File: config.mk
export PLATFORM = sky130hd
export DESIGN_NAME = bcd4_to_binary_seq
export DESIGN_NICKNAME = d
export VERILOG_FILES = /design/src/rtl/bcd_pkg.sv /design/src/rtl/bcd_nibble_correct.sv /design/src/rtl/bcd4_to_binary_seq.sv
export SDC_FILE = /design/constraint.sdc
export NUM_CORES = 1
export LEC_CHECK = 0
export BUFFER_PORTS_ARGS = -buffer_cell sky130_fd_sc_hd__clkbuf_2
export CORE_MARGIN = 2
export CORE_UTILIZATION = 55
export DETAILED_ROUTE_END_ITERATION = 10
export GPL_ROUTABILITY_DRIVEN = 0
export PLACE_DENSITY = 0.77
export SETUP_SLACK_MARGIN = 0.3
export SYNTH_ARGS = -nofsm -noshare
export SYNTH_HDL_FRONTEND = slang
export SYNTH_SLANG_ARGS = --single-unit
File: constraint.sdc
create_clock -name clk -period 2.1 [get_ports clk]
set_input_delay 0.21 -clock clk [delete_from_list [all_inputs] [get_ports clk]]
set_output_delay 0.21 -clock clk [all_outputs]
set_load 0.01 [all_outputs]
File: src/rtl/bcd_pkg.sv
// Shared types and constants for the 4-digit BCD-to-binary converter.
// Provides the FSM state type, fixed sizes and the digit-validity helper.
package bcd_pkg;

    typedef enum logic [1:0] {
        IDLE = 2'd0,
        CONV = 2'd1,
        DONE = 2'd2
    } state_t;

    localparam int N_DIGITS        = 4;
    localparam int BIN_W           = 16;
    localparam int N_ITER          = 16;
    localparam int NIB_CORR_THRESH = 8;
    localparam int NIB_CORR_SUB    = 3;
    localparam int WORK_W          = N_DIGITS * 4 + BIN_W;
    localparam int CNT_W           = 4;

    function automatic logic digit_invalid(input logic [3:0] d);
        return d > 4'd9;
    endfunction

endpackage

File: src/rtl/bcd_nibble_correct.sv
// Per-digit correction step of reverse double-dabble:
// a nibble that reached 8 or more after the right shift gets 3 subtracted.
module bcd_nibble_correct
    import bcd_pkg::*;
(
    input  logic [3:0] nib_in,
    output logic [3:0] nib_out
);

    always_comb begin
        if (nib_in >= 4'(NIB_CORR_THRESH))
            nib_out = nib_in - 4'(NIB_CORR_SUB);
        else
            nib_out = nib_in;
    end

endmodule

File: src/rtl/bcd4_to_binary_seq.sv
// Sequential 4-digit BCD to 16-bit binary converter, one shift/correct step per clock.
// A conversion takes 16 CONV cycles followed by a one-cycle DONE state.
module bcd4_to_binary_seq
    import bcd_pkg::*;
(
    input  logic        clk,
    input  logic        rst_n,
    input  logic        start,
    input  logic [3:0]  d0,
    input  logic [3:0]  d1,
    input  logic [3:0]  d2,
    input  logic [3:0]  d3,
    output logic        busy,
    output logic        done,
    output logic [15:0] binary,
    output logic        err
);

    state_t              state_q;
    state_t              state_d;
    logic [CNT_W-1:0]    cnt_q;
    logic [WORK_W-1:0]   work_q;
    logic [WORK_W-1:0]   work_shift;
    logic [WORK_W-1:0]   work_next;
    logic                err_pend_q;
    logic [BIN_W-1:0]    binary_q;
    logic                err_q;
    logic [3:0]          corr [N_DIGITS];
    logic                accept;
    logic                last_iter;

    assign work_shift = work_q >> 1;

    genvar gi;
    generate
        for (gi = 0; gi < N_DIGITS; gi++) begin : g_corr
            bcd_nibble_correct u_corr (
                .nib_in  (work_shift[BIN_W + 4*gi +: 4]),
                .nib_out (corr[gi])
            );
        end
    endgenerate

    assign work_next = {corr[3], corr[2], corr[1], corr[0], work_shift[BIN_W-1:0]};

    // start is only honoured when no conversion is running
    assign accept    = start && (state_q != CONV);
    assign last_iter = (state_q == CONV) && (cnt_q == CNT_W'(N_ITER - 1));

    always_comb begin
        state_d = state_q;
        case (state_q)
            IDLE:    if (start) state_d = CONV;
            CONV:    if (last_iter) state_d = DONE;
            DONE:    state_d = start ? CONV : IDLE;
            default: state_d = IDLE;
        endcase
    end

    always_ff @(posedge clk or negedge rst_n) begin
        if (!rst_n) begin
            state_q    <= IDLE;
            cnt_q      <= '0;
            work_q     <= '0;
            err_pend_q <= 1'b0;
            binary_q   <= '0;
            err_q      <= 1'b0;
        end else begin
            state_q <= state_d;
            if (accept) begin
                work_q     <= {d3, d2, d1, d0, {BIN_W{1'b0}}};
                cnt_q      <= '0;
                err_pend_q <= digit_invalid(d3) | digit_invalid(d2)
                            | digit_invalid(d1) | digit_invalid(d0);
            end else if (state_q == CONV) begin
                work_q <= work_next;
                cnt_q  <= cnt_q + 1'b1;
            end
            // Result is taken from the post-shift value of the final iteration
            if (last_iter) begin
                binary_q <= err_pend_q ? '0 : work_next[BIN_W-1:0];
                err_q    <= err_pend_q;
            end
        end
    end

    assign busy   = (state_q == CONV);
    assign done   = (state_q == DONE);
    assign binary = binary_q;
    assign err    = err_q;

endmodule

==> metrics <==
result of the run finished, final reports clean; detailed-route vias per instance 5.15; first-pass GRT wire length 8330 um; number of antenna cells inserted 0; final setup margin 0.425 ns; total grt overflow 0; cells taking the most area after synthesis sky130_fd_sc_hd__dfrtp_1 51%, sky130_fd_sc_hd__nand2_1 6.7%, sky130_fd_sc_hd__mux2i_1 5.2%, sky130_fd_sc_hd__mux2_4 5.0%, sky130_fd_sc_hd__o21ai_0 5.0%; Mapped Nets 274; Total Negative Setup Slacks 0 ns; Pins Over Slew Limit 0; DRC violations left 0; final setup vio count 0; static leakage 1.48 nW; final cell count without fillers 353; skew final 0.00617 ns; number of global-route vias before repair 1759; number of nets in the final layout 311; Worst Hold Slack 0.157 ns; Placement Setup Slack 0.500 ns; syn avg cell area 10.8 um^2; Reg clk slew, reported paths 0.10 ns; Root Buffer Master sky130_fd_sc_hd__clkbuf_8; Total Die Area 5450 um^2; warning count from the yosys run 0; required time at the endpoint of the critical path 1.89 ns; Detailed Route Iter0 Violations 126; number of antenna violations at the first check in global routing 0; final worst-path cycle share 79.7%; placed cell count 344; endpoint type of the worst setup path output pin; clock network latency to the later pin of the worst-skew pair 0.31 ns; Netlist Area Pre-Place 2680 um^2; element type at the critical path start register; Max rail drop VDD 0.631 mV; worst hold stages 3; remaining antenna violation count 0; Hold Violations, Final 0; Worst Max-Slew Pin Slew 0.568 ns; Port Buf Inserts 37; final core utilization 64.1%; CORE AREA 4720 um^2; Yosys reg bits 55; effective utilization at floorplan 56.8%; width of the die 73.9 um; cell area power density 1310 nW/um^2; number of search-and-repair iterations in the first detailed-routing pass 4; Detailed Route WL 4670 um; Synth cell types 30; largest net degree at the start of global routing 42; fraction of final layout cells with drive strength greater than 1 26.2%; sequential cell area fraction in the yosys report 51.3%; postcts setup bufs 0; routed len/inst 13.2 um; GRT Resource Usage Total 20.0%; setup repair after global routing missed its margin no; layout overhead on the synthesized area 12.8%; height of the die 73.9 um; I/O Pins 38; number of cells on the worst reg-to-reg path 4; maximum clock path buffer count 2; max_slew headroom 62.1%; number of synthesized flops with an enable pin 0; clock sinks 55; via count 1818; commonest register cell after synthesis sky130_fd_sc_hd__dfrtp_1; # Max-Cap Violations 0; # rows 25; min Tclk post-route 1.67 ns; number of clock buffers inserted by TritonCTS 5; type of the tightest min-delay check input pin to register; number of levels in the clock H-tree 2; library cell with the largest summed area after synthesis sky130_fd_sc_hd__dfrtp_1; fraction of post-synthesis cell area in the top cell type by area 51.3%; maximum clock frequency 597 MHz; Setup CP Type register to output pin; share of flip-flops with an asynchronous set or reset 100%; clock tree from TritonCTS built; critical path peak fanout 41; worst endpoint data arrival time 1.46 ns; estimated wirelength of the detail-placed design 3240 um; Cells after Synth 248
==> cell usage in the layout (no fill, tap or decap), types with 2 or more instances in the layout <==
master and count:
sky130_fd_sc_hd__nor2_1 2, sky130_fd_sc_hd__a21oi_1 7, sky130_fd_sc_hd__clkbuf_8 6, sky130_fd_sc_hd__xnor2_1 4, sky130_fd_sc_hd__ha_1 7, sky130_fd_sc_hd__clkbuf_2 37, sky130_fd_sc_hd__mux2_2 9, sky130_fd_sc_hd__o221a_2 3
sky130_fd_sc_hd__nor2b_1 18, sky130_fd_sc_hd__o211a_1 6, sky130_fd_sc_hd__o21ai_0 27, sky130_fd_sc_hd__nand2_1 48, sky130_fd_sc_hd__xor2_1 3, sky130_fd_sc_hd__mux2_4 9, sky130_fd_sc_hd__nand3_1 2, sky130_fd_sc_hd__dfrtp_1 55
sky130_fd_sc_hd__and2b_1 2, sky130_fd_sc_hd__buf_4 5, sky130_fd_sc_hd__or3_1 3, sky130_fd_sc_hd__mux2i_1 14, sky130_fd_sc_hd__inv_1 7
==> registers in the layout (all words and copies together) (netlist names) <==
name and flops:
cnt_q 4, work_q 31, binary 16, err_pend_q 1
err 1, state_q 2
==> worst max-delay path: stages, from the launching register on <==
cell	delay, ns
sky130_fd_sc_hd__dfrtp_1	0.39
sky130_fd_sc_hd__nand2b_4	0.23
sky130_fd_sc_hd__inv_4	0.08
sky130_fd_sc_hd__buf_6	0.26
sky130_fd_sc_hd__clkbuf_2	0.19
==> Yosys cell counts, types with 2 or more instances <==
| library cell | instances |
|---|---|
| sky130_fd_sc_hd__nor2_1 | 2 |
| sky130_fd_sc_hd__nor2b_1 | 18 |
| sky130_fd_sc_hd__and2b_1 | 2 |
| sky130_fd_sc_hd__mux2i_1 | 14 |
| sky130_fd_sc_hd__o211a_1 | 6 |
| sky130_fd_sc_hd__xnor2_1 | 4 |
| sky130_fd_sc_hd__nand2_1 | 48 |
| sky130_fd_sc_hd__mux2_2 | 9 |
| sky130_fd_sc_hd__mux2_4 | 9 |
| sky130_fd_sc_hd__ha_1 | 7 |
| sky130_fd_sc_hd__clkbuf_1 | 7 |
| sky130_fd_sc_hd__o221a_2 | 3 |
| sky130_fd_sc_hd__buf_2 | 5 |
| sky130_fd_sc_hd__xor2_1 | 3 |
| sky130_fd_sc_hd__dfrtp_1 | 55 |
| sky130_fd_sc_hd__inv_1 | 7 |
| sky130_fd_sc_hd__a21oi_1 | 7 |
| sky130_fd_sc_hd__nand3_1 | 2 |
| sky130_fd_sc_hd__or3_1 | 3 |
| sky130_fd_sc_hd__o21ai_0 | 27 |
==> final timing paths <==
path / slack (ns) / start / end
min: 0.16 / d3[3] / work_q[31]
min reg2reg: 0.50 / work_q[8] / work_q[7]
max in group asynchronous: 1.04 / rst_n / work_q[3]
max: 0.43 / state_q[1] / busy
max reg2reg: 0.52 / cnt_q[0] / binary[5]
min in group asynchronous: 0.42 / rst_n / work_q[7]
==> stage by stage <==
step / area [um^2] / power, mW
3_5_place_dp: 2920 / 3.39
6_report: 3030 / 3.97
2_1_floorplan: 2680 / 2.95
3_3_place_gp: 2920 / 3.31
5_1_grt: 3030 / 4.32
4_1_cts: 3020 / 4.01
==> layout make-up <==
cell class                      instances  area, um^2
Sequential cell                        55        1380
Clock inverter                          2        16.3
Timing Repair Buffer                   44         244
Clock buffer                            6        82.6
Fill cell                             404        1700
Tap cell                               67        83.8
Inverter                                8        32.5
Multi-Input combinational cell        171        1190
==> logic make-up (layout without fill, tap and decap cells) <==
| family | after synthesis | after routing | share of synthesized area [%] |
|---|---|---|---|
| AOI/OAI and AO/OA | 46 | 46 | 10.6 |
| muxes | 32 | 32 | 14.0 |
| adders and majority gates | 7 | 7 | 3.26 |
| xor gates and xnor gates | 7 | 7 | 2.28 |
| buffers and inverters | 22 | 60 | 4.29 |
| and+or+nand+nor | 79 | 79 | 14.2 |
| DFF | 55 | 55 | 51.3 |
==> timing repair <==
item	in CTS	in global routing
hold endpoints to repair	20	0
resized for setup	0	1
hold buffers	1	0
setup endpoints to repair	0	1
==> power by group <==
part           internal, mW  switching, mW  total, mW
combinational         0.746          0.709       1.46
clock                 0.270          0.346      0.616
sequential             1.51          0.390       1.90
total                  2.53           1.45       3.97
==> routing by layer <==
layer / GRT usage (%) / wire, um / part of all wire (%)
met1: 28.5 / 2270 / 49
met2: 31.3 / 2190 / 47
met3: 2.88 / 143 / 3.1
met4: 7.27 / 68 / 1.5
met5: 0 / 0 / 0
No activity file was read; power rests on OpenSTA's default activity.
